--- config.mk ---
export PLATFORM = sky130hd
export DESIGN_NAME = rx_symbol_aligner
export DESIGN_NICKNAME = d
export VERILOG_FILES = /design/src/rtl/phy_pkg.sv /design/src/rtl/rx_shift10.sv /design/src/rtl/rx_symbol_aligner.sv
export SDC_FILE = /design/constraint.sdc
export NUM_CORES = 1
export LEC_CHECK = 0
export ABC_AREA = 0
export BUFFER_PORTS_ARGS = -buffer_cell sky130_fd_sc_hd__clkbuf_2
export CAP_MARGIN = 0
export CORE_ASPECT_RATIO = 1.2
export CORE_MARGIN = 2
export CORE_UTILIZATION = 57
export CTS_CLUSTER_DIAMETER = 200
export DETAILED_ROUTE_END_ITERATION = 10
export PLACE_DENSITY = 0.87
export SLEW_MARGIN = 15
export SYNTH_ARGS = -nofsm -noshare
export SYNTH_HDL_FRONTEND = slang
export SYNTH_SLANG_ARGS = --single-unit
--- constraint.sdc ---
create_clock -name TRANSCLK -period 3.05 [get_ports TRANSCLK]
set_clock_uncertainty 0.2 [all_clocks]
set_input_delay 0.7625 -clock TRANSCLK [delete_from_list [all_inputs] [get_ports TRANSCLK]]
set_output_delay 0.7625 -clock TRANSCLK [all_outputs]
set_load 0.01 [all_outputs]
--- src/rtl/phy_pkg.sv ---
// ---------------------------------------------------------------------------
// phy_pkg
// Shared definitions for the receive-side symbol path.
//   SIZE_DEFAULT      : default symbol width (8b/10b => 10 bits)
//   K285_RDN/K285_RDP : the two disparity forms of the K28.5 comma
//   align_state_t     : states of the symbol alignment FSM
//   is_k285()         : true when a 10-bit window holds either comma form
// ---------------------------------------------------------------------------
package phy_pkg;

    localparam int SIZE_DEFAULT = 10;

    localparam logic [9:0] K285_RDN = 10'h17C;
    localparam logic [9:0] K285_RDP = 10'h283;

    typedef enum logic [1:0] {
        HUNT    = 2'd0,
        CONFIRM = 2'd1,
        LOCKED  = 2'd2
    } align_state_t;

    function automatic logic is_k285(input logic [9:0] win);
        return (win == K285_RDN) || (win == K285_RDP);
    endfunction

endpackage

--- src/rtl/rx_shift10.sv ---
// ---------------------------------------------------------------------------
// rx_shift10
// Serial-in shift register holding the last SIZE received bits, plus the
// K28.5 comparator on the registered window.
//   clk    : bit clock, one serial bit per rising edge
//   rst_n  : asynchronous active-low reset, clears the window
//   data   : serial input bit
//   window : last SIZE bits; bit 0 is the oldest, bit SIZE-1 the newest
//   match  : window currently holds a K28.5 of either disparity
// ---------------------------------------------------------------------------
module rx_shift10
    import phy_pkg::*;
#(
    parameter int SIZE = SIZE_DEFAULT
) (
    input  logic            clk,
    input  logic            rst_n,
    input  logic            data,
    output logic [SIZE-1:0] window,
    output logic            match
);

    logic [SIZE-1:0] window_reg;
    logic [SIZE-1:0] window_next;

    // Bits move toward bit 0; the newest bit always lands in the top bit so
    // that a fully received symbol reads naturally with bit a at bit 0.
    genvar gi;
    generate
        for (gi = 0; gi < SIZE - 1; gi++) begin : g_shift
            assign window_next[gi] = window_reg[gi+1];
        end
    endgenerate
    assign window_next[SIZE-1] = data;

    always_ff @(posedge clk or negedge rst_n) begin
        if (!rst_n) begin
            window_reg <= '0;
        end else begin
            window_reg <= window_next;
        end
    end

    assign window = window_reg;
    assign match  = is_k285(window_reg);

endmodule

--- src/rtl/rx_symbol_aligner.sv ---
// ---------------------------------------------------------------------------
// rx_symbol_aligner
// Deserialises the recovered bit stream, hunts for K28.5 commas, confirms the
// symbol phase over LOCK_COMMAS commas and then emits one aligned symbol every
// SIZE clocks. Lock is lost after MISALIGN_LIMIT misaligned commas or on
// electrical idle.
//   TRANSCLK        : bit clock
//   RESET_N         : asynchronous active-low reset
//   data            : serial receive bit
//   RXIDLE          : electrical idle, overrides everything
//   SYMBOL          : aligned symbol, bit 0 = first received bit
//   SYMBOL_VALID    : one-cycle strobe with each new SYMBOL
//   SYMBOL_IS_COMMA : SYMBOL is a K28.5 (qualified by SYMBOL_VALID)
//   RXVALID         : high while locked
// ---------------------------------------------------------------------------
module rx_symbol_aligner
    import phy_pkg::*;
#(
    parameter int SIZE           = SIZE_DEFAULT,
    parameter int LOCK_COMMAS    = 2,
    parameter int MISALIGN_LIMIT = 2
) (
    input  logic            TRANSCLK,
    input  logic            RESET_N,
    input  logic            data,
    input  logic            RXIDLE,
    output logic [SIZE-1:0] SYMBOL,
    output logic            SYMBOL_VALID,
    output logic            SYMBOL_IS_COMMA,
    output logic            RXVALID
);

    localparam logic [2:0] LOCK_TARGET  = 3'(LOCK_COMMAS);
    localparam logic [2:0] MIS_TARGET   = 3'(MISALIGN_LIMIT);
    localparam logic [3:0] PHASE_LAST   = 4'(SIZE - 1);

    logic [SIZE-1:0] window;
    logic            match;

    rx_shift10 #(.SIZE(SIZE)) u_shift (
        .clk    (TRANSCLK),
        .rst_n  (RESET_N),
        .data   (data),
        .window (window),
        .match  (match)
    );

    align_state_t    state_reg, state_next;
    logic [3:0]      phase_reg, phase_next;
    logic [2:0]      comma_cnt_reg, comma_cnt_next;
    logic [2:0]      misalign_cnt_reg, misalign_cnt_next;
    logic [SIZE-1:0] symbol_reg, symbol_next;
    logic            symbol_valid_reg, symbol_valid_next;
    logic            symbol_is_comma_reg, symbol_is_comma_next;
    logic            rxvalid_reg, rxvalid_next;
    logic            boundary;
    logic            realign;
    logic            emit;

    assign boundary = (phase_reg == 4'd0);

    always_comb begin
        state_next           = state_reg;
        comma_cnt_next       = comma_cnt_reg;
        misalign_cnt_next    = misalign_cnt_reg;
        symbol_next          = symbol_reg;
        symbol_is_comma_next = symbol_is_comma_reg;
        symbol_valid_next    = 1'b0;
        realign              = 1'b0;
        emit                 = 1'b0;

        if (RXIDLE) begin
            state_next        = HUNT;
            comma_cnt_next    = 3'd0;
            misalign_cnt_next = 3'd0;
        end else begin
            case (state_reg)
                HUNT: begin
                    if (match) begin
                        realign        = 1'b1;
                        comma_cnt_next = 3'd1;
                        if (LOCK_TARGET == 3'd1) begin
                            state_next = LOCKED;
                            emit       = 1'b1;
                        end else begin
                            state_next = CONFIRM;
                        end
                    end
                end
                CONFIRM: begin
                    if (match && boundary) begin
                        // Count stops at the target: reaching it leaves CONFIRM.
                        comma_cnt_next = comma_cnt_reg + 3'd1;
                        if (comma_cnt_reg + 3'd1 >= LOCK_TARGET) begin
                            comma_cnt_next = LOCK_TARGET;
                            state_next     = LOCKED;
                            emit           = 1'b1;
                        end
                    end else if (match) begin
                        // Comma at a new phase restarts the confirmation there.
                        realign        = 1'b1;
                        comma_cnt_next = 3'd1;
                    end
                end
                LOCKED: begin
                    if (boundary) begin
                        emit = 1'b1;
                        if (match) begin
                            misalign_cnt_next = 3'd0;
                        end
                    end else if (match) begin
                        // Stay on the established phase; only count the offence.
                        if (misalign_cnt_reg + 3'd1 >= MIS_TARGET) begin
                            state_next        = HUNT;
                            comma_cnt_next    = 3'd0;
                            misalign_cnt_next = 3'd0;
                        end else begin
                            misalign_cnt_next = misalign_cnt_reg + 3'd1;
                        end
                    end
                end
                default: begin
                    state_next = HUNT;
                end
            endcase
        end

        if (emit) begin
            symbol_next          = window;
            symbol_is_comma_next = match;
            symbol_valid_next    = 1'b1;
        end

        // Realign makes the match cycle the boundary: the next cycle is phase 1.
        if (realign) begin
            phase_next = 4'd1;
        end else if (phase_reg == PHASE_LAST) begin
            phase_next = 4'd0;
        end else begin
            phase_next = phase_reg + 4'd1;
        end

        rxvalid_next = (state_next == LOCKED);
    end

    always_ff @(posedge TRANSCLK or negedge RESET_N) begin
        if (!RESET_N) begin
            state_reg           <= HUNT;
            phase_reg           <= 4'd0;
            comma_cnt_reg       <= 3'd0;
            misalign_cnt_reg    <= 3'd0;
            symbol_reg          <= '0;
            symbol_valid_reg    <= 1'b0;
            symbol_is_comma_reg <= 1'b0;
            rxvalid_reg         <= 1'b0;
        end else begin
            state_reg           <= state_next;
            phase_reg           <= phase_next;
            comma_cnt_reg       <= comma_cnt_next;
            misalign_cnt_reg    <= misalign_cnt_next;
            symbol_reg          <= symbol_next;
            symbol_valid_reg    <= symbol_valid_next;
            symbol_is_comma_reg <= symbol_is_comma_next;
            rxvalid_reg         <= rxvalid_next;
        end
    end

    assign SYMBOL          = symbol_reg;
    assign SYMBOL_VALID    = symbol_valid_reg;
    assign SYMBOL_IS_COMMA = symbol_is_comma_reg;
    assign RXVALID         = rxvalid_reg;

endmodule

==> results of run 1 <==
worst min path at each step:
stage	to	cells after the start	slack, ns
finish	u_shift.window[5]$_DFF_PN0_	0	0.23
global route	u_shift.window[5]$_DFF_PN0_	0	0.25
CTS	u_shift.window[1]$_DFF_PN0_	0	0.23
detailed placement	u_shift.window[2]$_DFF_PN0_	0	0.21
global placement	u_shift.window[6]$_DFF_PN0_	0	0.19
floorplan	u_shift.window[1]$_DFF_PN0_	0	0.18
logic make-up after synthesis:
kind of cell,count (synthesis),share of synthesized area
buffers and inverters,11,0.0270
xor gates and xnor gates,2,0.0105
adders and majority gates,11,0.0825
DFF,35,0.525
AOI/OAI and AO/OA,23,0.104
and+or+nand+nor,45,0.176
muxes,11,0.0743
placed cells by master, fill, tap and decap left out, types with 2 or more instances in the layout:
cell type	count
and2_1	4
nand3_1	3
a221oi_1	3
ha_1	11
a21oi_1	6
clkbuf_4	5
dfrtp_1	35
mux2_2	11
nor3b_1	2
nor3_1	4
nor2b_1	2
a21o_1	2
and4bb_1	3
nand2b_1	5
nand2_1	4
inv_1	9
nor2_1	8
and4_1	2
o21bai_1	2
clkbuf_2	16
per-layer routing:
metal,wire length (um),part of all wire,GRT usage
met1,1240,0.42,0.265
met2,1530,0.52,0.350
met3,113,0.039,0.0640
met4,44,0.015,0.0865
met5,0,0,0
final cells by class:
type | instances | area, um2 | share of cell area
clock buffer | 6 | 51.3 | 0.0278
clock inverter | 1 | 5.00 | 0.00272
inverter | 9 | 33.8 | 0.0183
multi-input combinational | 92 | 747 | 0.405
sequential | 35 | 876 | 0.475
tap | 34 | 42.5 | 0.0231
timing repair buffer | 17 | 87.6 | 0.0475
power by group:
part           switching [W]  total [W]  internal (W)
sequential         0.0000386   0.000530      0.000491
combinational      0.0000556   0.000105     0.0000497
clock               0.000141   0.000248      0.000107
total               0.000235   0.000883      0.000647
synth_stat cells, drive strengths merged:
| master | n |
|---|---|
| nand2b | 5 |
| clkbuf | 1 |
| nand3b | 1 |
| a221o | 1 |
| a21o | 2 |
| mux2 | 11 |
| nor3b | 3 |
| o211ai | 1 |
| and4 | 2 |
| nor2b | 2 |
| ha | 11 |
| xnor2 | 1 |
| nand2 | 4 |
| a311oi | 1 |
| or4 | 1 |
| buf | 1 |
| a31o | 1 |
| or3 | 1 |
| o2bb2ai | 1 |
| nand3 | 3 |
| o21ai | 1 |
| a221oi | 3 |
| nand4 | 2 |
| and2 | 4 |
| or2 | 1 |
| o311ai | 1 |
| a21oi | 6 |
| a2111oi | 1 |
| and3b | 1 |
| dfrtp | 35 |
| nor2 | 8 |
| o31ai | 1 |
| inv | 9 |
| o21a | 1 |
| o21bai | 2 |
| xor2 | 1 |
| and4bb | 3 |
| nor3 | 4 |
through the flow:
stage | hold slack (ns) | area (um2)
finish | 0.226 | 1840
global route | 0.249 | 1840
CTS | 0.231 | 1840
detailed placement | 0.207 | 1790
global placement | 0.192 | 1790
floorplan | 0.176 | 1670
==> results.py, run 1 <==
metrics = {
    "critical_path": {
        "cp_slowest_cell": "dfrtp_1",
        "crit_path_end": "SYMBOL[9]$_DFFE_PN0P_",
        "rr_startpoint": "comma_cnt_reg[0]$_DFFE_PN0P_",
        "r2r_slack_ns": 0.63,
        "crit_fanout": 12,
        "max_stage_delay_ns": 0.44,
        "worstPathCellList": "ha_1, xor2_1, o311ai_0, a21oi_1, o21bai_1, buf_4, mux2_2",
        "crit_type": "flop to flop",
        "cp_num_cells": 7,
        "r2r-end": "SYMBOL[9]$_DFFE_PN0P_",
        "crit_start": "comma_cnt_reg[0]$_DFFE_PN0P_",
        "critPathLaunchType": "flop",
        "rr_worst_depth": 7,
        "cpLargestDelayFamily": "compound AO/OA/AOI/OAI gates",
        "crit_buf_inv": 1,
        "cp-end-kind": "flop",
        "cp.arrival_ns": 2.43,
        "critPathRequiredTime_ns": 3.06,
    },
    "power_and_ir_drop": {
        "totalPowerFinal_w": 0.000883,
        "p_per_area_nw_per_um2": 479,
        "p_leak_nw": 0.942,
        "peakVddDrop_v": 0.000303,
    },
    "global_routing": {
        "gr-usage-all-layers": 0.217,
        "grt_pass1_vias": 1181,
        "antenna_found_initial": 0,
        "grt_pass1_wl_um": 5350,
        "grt_overflow": 0,
        "grt_max_degree": 36,
    },
    "sta": {
        "hold_viol": 0,
        "slew_viol_final": 0,
        "rsz0062_at_grt": "false",
        "setup_viol": 0,
        "totalNegativeSetupSlack_ns": 0,
        "max_freq_mhz": 413,
        "worst_pin_slew_ns": 0.831,
        "relSlewSlack": 0.446,
        "period_share": 0.793,
        "setup_ws_ns": 0.631,
        "min_period_ns": 2.42,
    },
    "layout": {
        "fill_cells": 225,
        "num-nets-final": 175,
        "stdcell_count": 194,
        "num_antenna_cells": 0,
        "synthToLayoutAreaGrowth_pct": 10.5,
        "post-route-util": 0.662,
        "layout-drive-gt1-share": 0.256,
    },
    "clock_network": {
        "insertion_delay_ns": 0.33,
        "cts_hold_buf": 0,
        "post_cts_buffers": 0,
        "cts_buffers": 5,
        "cts_tree": "done",
        "clkTransAtPathRegs_ns": 0.10,
        "cts-root-buf": "clkbuf_4",
        "ctsResizeCount": 0,
        "clockBufferDepth": 2,
        "clock_sinks": 35,
        "h-tree-depth": 2,
    },
    "die": {
        "die_w_um": 53.4,
        "row_count": 21,
        "core_area_um2": 2790,
        "die_area_um2": 3380,
        "die_h_um": 63.3,
        "start_util": 0.599,
        "ioPinCount": 17,
    },
    "synthesis": {
        "postSynthCellCount": 138,
        "synth.top_cell.area_share": 0.525,
        "syn_nets": 153,
        "seq_area_frac_synth": 0.525,
        "ys_warn_count": 0,
        "synth_top_area_cell": "dfrtp_1",
        "synth_seq_cells": 35,
        "synth.avg_cell_area_um2": 12.1,
        "synth.distinct_cells": 40,
        "syn_area_um2": 1670,
        "ys_top_cells_by_area": "dfrtp_1, ha_1, mux2_2",
    },
    "route": {
        "wire_per_inst_um": 15.1,
        "drtIter0Drc": 20,
        "dr.pass1.iters": 5,
        "viasPerCell": 5.81,
        "antenna_left": 0,
        "vias": 1127,
        "drc": 0,
        "wl_um": 2930,
    },
    "run": {
        "drv_cap": 0,
    },
    "placed_design": {
        "gp_congestion": 0.879,
        "placed_cells": 187,
        "post-dp-hpwl_um": 2240,
        "placement.io_buffers": 16,
        "dp_slack_ns": 0.660,
    },
    "status": {
        "status": "completed",
    },
    "min_path": {
        "hp-class": "flop to flop",
        "hp-start": "u_shift.window[6]$_DFF_PN0_",
    },
}
No activity file was read; power rests on OpenSTA's default activity.
==> run 2: changes to the inputs <==
==> constraint.sdc (replaced) <==
create_clock -name TRANSCLK -period 2.3 [get_ports TRANSCLK]
set_clock_uncertainty 0.2 [all_clocks]
set_input_delay 0.575 -clock TRANSCLK [delete_from_list [all_inputs] [get_ports TRANSCLK]]
set_output_delay 0.575 -clock TRANSCLK [all_outputs]
set_load 0.01 [all_outputs]
==> results.py, run 2 (synthesized netlist as in run 1, its figures left out) <==
metrics = {
    "global_routing": {
        "grt_overflow": 0,
        "grt_max_degree": 36,
        "grt_pass1_wl_um": 5170,
        "gr-usage-all-layers": 0.213,
        "antenna_found_initial": 0,
        "grt_pass1_vias": 1138,
    },
    "layout": {
        "stdcell_count": 207,
        "synthToLayoutAreaGrowth_pct": 20.1,
        "final_cell_mix": "dfrtp_1, clkbuf_2, mux2_2, buf_4",
        "multi_input_area_um2": 779,
        "final_area_um2": 2000,
        "post-route-util": 0.719,
        "regArea_um2": 876,
        "layout-drive-gt1-share": 0.341,
        "fill_cells": 197,
        "num-nets-final": 187,
        "num_antenna_cells": 0,
        "layout_commonest_cell": "dfrtp_1",
    },
    "sta": {
        "period_share": 0.970,
        "relSlewSlack": 0.652,
        "max_freq_mhz": 448,
        "hold_viol": 0,
        "hold_slack_ns": 0.0390,
        "min_period_ns": 2.23,
        "setup_viol": 0,
        "rsz0062_at_grt": "true",
        "worst_pin_slew_ns": 0.521,
        "slew_viol_final": 0,
    },
    "route": {
        "antenna_left": 0,
        "wire_per_inst_um": 16.2,
        "drtIter0Drc": 21,
        "dr.pass1.iters": 4,
        "drc": 0,
        "viasPerCell": 6.01,
        "vias": 1245,
        "wl_um": 3360,
    },
    "critical_path": {
        "crit_start": "phase_reg[1]$_DFF_PN0_",
        "critPathRequiredTime_ns": 2.34,
        "cp-end-kind": "flop",
        "critPathLaunchType": "flop",
        "r2r_slack_ns": 0.07,
        "crit_fanout": 5,
        "cp.arrival_ns": 2.27,
        "rr_startpoint": "phase_reg[1]$_DFF_PN0_",
        "rr_worst_depth": 7,
        "crit_type": "flop to flop",
        "r2r-end": "RXVALID$_DFF_PN0_",
        "crit_path_end": "RXVALID$_DFF_PN0_",
    },
    "clock_network": {
        "clockBufferDepth": 2,
        "cts_buffers": 5,
        "cts_hold_buf": 0,
        "insertion_delay_ns": 0.34,
        "clock_sinks": 35,
        "h-tree-depth": 2,
        "cts_tree": "done",
        "clkTransAtPathRegs_ns": 0.11,
        "cts-root-buf": "clkbuf_4",
    },
    "die": {
        "row_count": 21,
        "core_area_um2": 2790,
        "die_area_um2": 3380,
        "die_h_um": 63.3,
        "ioPinCount": 17,
        "die_w_um": 53.4,
        "start_util": 0.599,
    },
    "min_path": {
        "hp-class": "input port to asynchronous set/reset pin",
    },
    "placed_design": {
        "place_area_um2": 1820,
        "post-dp-hpwl_um": 2260,
        "gp_congestion": 0.853,
        "placement.io_buffers": 16,
        "placed_cells": 191,
    },
    "power_and_ir_drop": {
        "p_leak_nw": 1.00,
        "peakVddDrop_v": 0.000587,
        "p_per_area_nw_per_um2": 658,
    },
    "status": {
        "status": "completed",
    },
    "run": {
        "drv_cap": 0,
    },
}
run 2: worst max-delay path, cell delays in order (launching register included):
cell and delay [ns]:
dfrtp_1 0.38, inv_1 0.07, ha_1 0.20, nor3b_4 0.17, a31o_2 0.24, a21o_1 0.19, a221o_1 0.38, a2111oi_4 0.30
run 2: worst min path at each step:
stage                                      startpoint                           to  slack (ns)  cells past startpoint
after floorplan                               RESET_N            RXVALID$_DFF_PN0_        0.08                      0
after global placement    u_shift.window[2]$_DFF_PN0_  u_shift.window[1]$_DFF_PN0_        0.20                      0
after detailed placement  u_shift.window[3]$_DFF_PN0_  u_shift.window[2]$_DFF_PN0_        0.21                      0
after CTS                                     RESET_N        SYMBOL[7]$_DFFE_PN0P_        0.05                      2
after global routing                          RESET_N            RXVALID$_DFF_PN0_        0.08                      2
final                                         RESET_N            RXVALID$_DFF_PN0_        0.04                      2
run 2: cell type report:
| class | instances | area share |
|---|---|---|
| Clock inverter | 2 | 0.0175 |
| Clock buffer | 6 | 0.0256 |
| Inverter | 9 | 0.0169 |
| Multi-Input combinational cell | 92 | 0.389 |
| Sequential cell | 35 | 0.437 |
| Tap cell | 34 | 0.0212 |
| Timing Repair Buffer | 29 | 0.0924 |
run 2: repair_timing:
action                     4_1_cts  5_1_grt
pin swaps                        0        4
cloned                           0        1
setup endpoints to repair       12       10
setup buffers                    1        6
resized for setup                2        9
run 2: power by group:
part	total [W]	internal, W	switching (W)
registers	0.000700	0.000651	0.0000487
logic	0.000159	0.0000816	0.0000775
clock network	0.000458	0.000257	0.000202
total	0.00132	0.000989	0.000328
run 2: routing by layer:
layer / routed length (um) / share of wire / global-route usage
met4: 102 / 0.030 / 0.0865
met1: 1280 / 0.38 / 0.256
met5: 0 / 0 / 0
met3: 161 / 0.048 / 0.0592
met2: 1820 / 0.54 / 0.350
run 2: per-stage QoR:
step                power, W  setup WS, ns  TNS (ns)
detailed placement  0.000852       -0.0930    -0.752
CTS                  0.00131       0.00559         0
floorplan           0.000801        0.0165         0
global placement    0.000842        0.0455         0
global route         0.00137      -0.00703  -0.00703
finish               0.00132        0.0681         0
==> run 3: changes to the inputs <==
--- a/config.mk
+++ b/config.mk
@@ -13,7 +13,9 @@
 export CORE_UTILIZATION = 57
 export CTS_CLUSTER_DIAMETER = 200
 export DETAILED_ROUTE_END_ITERATION = 10
+export GPL_TIMING_DRIVEN = 1
 export PLACE_DENSITY = 0.87
+export RECOVER_POWER = 50
 export SLEW_MARGIN = 15
 export SYNTH_ARGS = -nofsm -noshare
 export SYNTH_HDL_FRONTEND = slang
==> results.py, run 3 (synthesized netlist as in run 1, its figures left out) <==
metrics = {
    "sta": {
        "period_share": 0.970,
        "setup_viol": 0,
        "totalNegativeSetupSlack_ns": 0,
        "relSlewSlack": 0.453,
        "min_period_ns": 2.23,
        "hold_viol": 0,
        "rsz0062_at_grt": "true",
        "worst_pin_slew_ns": 0.820,
        "slew_viol_final": 0,
        "max_freq_mhz": 448,
    },
    "route": {
        "wl_met1_um": 1280,
        "viasPerCell": 6.04,
        "met3_length_um": 165,
        "drc": 0,
        "wire_per_inst_um": 16.3,
        "dr_wl_met2_um": 1820,
        "wl_um": 3370,
        "drtIter0Drc": 21,
        "antenna_left": 0,
        "vias": 1251,
        "maxUsedRoutingLayer": "met4",
        "dr.pass1.iters": 4,
    },
    "global_routing": {
        "grt_overflow": 0,
        "grt_max_degree": 36,
        "grt_pass1_wl_um": 5170,
        "gr-usage-all-layers": 0.213,
        "grt_pass1_vias": 1138,
        "antenna_found_initial": 0,
    },
    "layout": {
        "layout_commonest_cell": "dfrtp_1",
        "stdcell_count": 207,
        "num-nets-final": 187,
        "fill_cells": 198,
        "final_area_um2": 2000,
        "layout-drive-gt1-share": 0.341,
        "final_cell_mix": "dfrtp_1, clkbuf_2, mux2_2",
        "synthToLayoutAreaGrowth_pct": 20.0,
        "num_antenna_cells": 0,
    },
    "critical_path": {
        "cp_slowest_cell": "dfrtp_1",
        "cp-end-kind": "flop",
        "crit_buf_inv": 1,
        "cpLargestDelayFamily": "compound AO/OA/AOI/OAI gates",
        "critPathLaunchType": "flop",
        "crit_fanout": 5,
        "cp.arrival_ns": 2.27,
        "max_stage_delay_ns": 0.38,
        "critPathRequiredTime_ns": 2.34,
        "crit_type": "flop to flop",
        "worstPathCellList": "inv_1, ha_1, nor3b_4, a31o_2, a21o_1, a221o_1, a2111oi_4",
    },
    "clock_network": {
        "cts-root-buf": "clkbuf_4",
        "cts_buffers": 5,
        "cts_tree": "done",
        "clock_sinks": 35,
        "cts_hold_buf": 0,
        "clockBufferDepth": 2,
        "clkTransAtPathRegs_ns": 0.11,
        "h-tree-depth": 2,
        "insertion_delay_ns": 0.34,
    },
    "die": {
        "die_area_um2": 3380,
        "die_w_um": 53.4,
        "core_area_um2": 2790,
        "row_count": 21,
        "die_h_um": 63.3,
        "start_util": 0.599,
        "ioPinCount": 17,
    },
    "power_and_ir_drop": {
        "p_per_area_nw_per_um2": 658,
        "comb_power_share": 0.120,
        "peakVddDrop_v": 0.000587,
        "switching_share": 0.249,
        "p_int_w": 0.000989,
        "totalPowerFinal_w": 0.00132,
        "power_frac_clock": 0.348,
        "p_switching_w": 0.000328,
        "p_leak_nw": 1.00,
        "seqPwrFrac": 0.532,
    },
    "status": {
        "status": "completed",
    },
    "min_path": {
        "hp-class": "input port to flop",
    },
    "run": {
        "drv_cap": 0,
    },
    "placed_design": {
        "placed_cells": 191,
        "place_area_um2": 1820,
        "placement.io_buffers": 16,
        "post-dp-hpwl_um": 2260,
        "gp_congestion": 0.853,
    },
}
==> run 3: worst paths after layout <==
kind | start | to | slack, ns | depth (start not counted)
worst max-delay path | phase_reg[1]$_DFF_PN0_ | RXVALID$_DFF_PN0_ | 0.07 | 7
worst min-delay path | data | u_shift.window[9]$_DFF_PN0_ | 0.14 | 1
worst max register to register | phase_reg[1]$_DFF_PN0_ | RXVALID$_DFF_PN0_ | 0.07 | 7
worst min register to register | u_shift.window[1]$_DFF_PN0_ | u_shift.window[0]$_DFF_PN0_ | 0.23 | 0
max in group asynchronous | RESET_N | SYMBOL[9]$_DFFE_PN0P_ | 1.19 | 2
min in group asynchronous | RESET_N | RXVALID$_DFF_PN0_ | 0.19 | 2
==> run 3: cell type report <==
| type | count | area (um2) | share of cell area |
|---|---|---|---|
| Sequential cell | 35 | 876 | 0.438 |
| Multi-Input combinational cell | 92 | 779 | 0.390 |
| Timing Repair Buffer | 29 | 183 | 0.0913 |
| Clock buffer | 6 | 51.3 | 0.0256 |
| Tap cell | 34 | 42.5 | 0.0213 |
| Clock inverter | 2 | 35.0 | 0.0175 |
| Inverter | 9 | 33.8 | 0.0169 |
==> run 3: power groups by stage <==
stage               combinational (W)  sequential, W  clock [W]
finish                       0.000159       0.000700   0.000458
global route                 0.000176       0.000705   0.000489
CTS                          0.000143       0.000699   0.000465
detailed placement           0.000141       0.000711          0
global placement             0.000134       0.000708          0
floorplan                   0.0000987       0.000702          0
==> run 3: routing by layer <==
| metal | global-route usage | vias to the layer above |
|---|---|---|
| li1 | - | 568 |
| met1 | 0.256 | 632 |
| met3 | 0.0592 | 13 |
| met2 | 0.350 | 38 |
| met4 | 0.0865 | 0 |
| met5 | 0 | - |
==> run 3: through the flow <==
stage / setup WS (ns) / utilization / hold WS, ns
after global placement: 0.0455 / 0.652 / 0.195
final: 0.0686 / 0.718 / 0.138
after global routing: -0.00703 / 0.718 / 0.125
after detailed placement: -0.0930 / 0.652 / 0.206
after CTS: 0.00559 / 0.689 / 0.0523
after floorplan: 0.0165 / - / 0.0794
==> run 3: repair_timing <==
item	4_1_cts	5_1_grt
setup buffers	1	6
setup endpoints to repair	12	10
gates cloned	0	1
pin swaps	0	4
gates resized for setup	2	9
==> run 3: worst register-to-register path: stages (launching register included) <==
cell and delay (ns):
dfrtp_1 0.38, inv_1 0.07, ha_1 0.20, nor3b_4 0.17, a31o_2 0.24, a21o_1 0.19, a221o_1 0.38, a2111oi_4 0.30
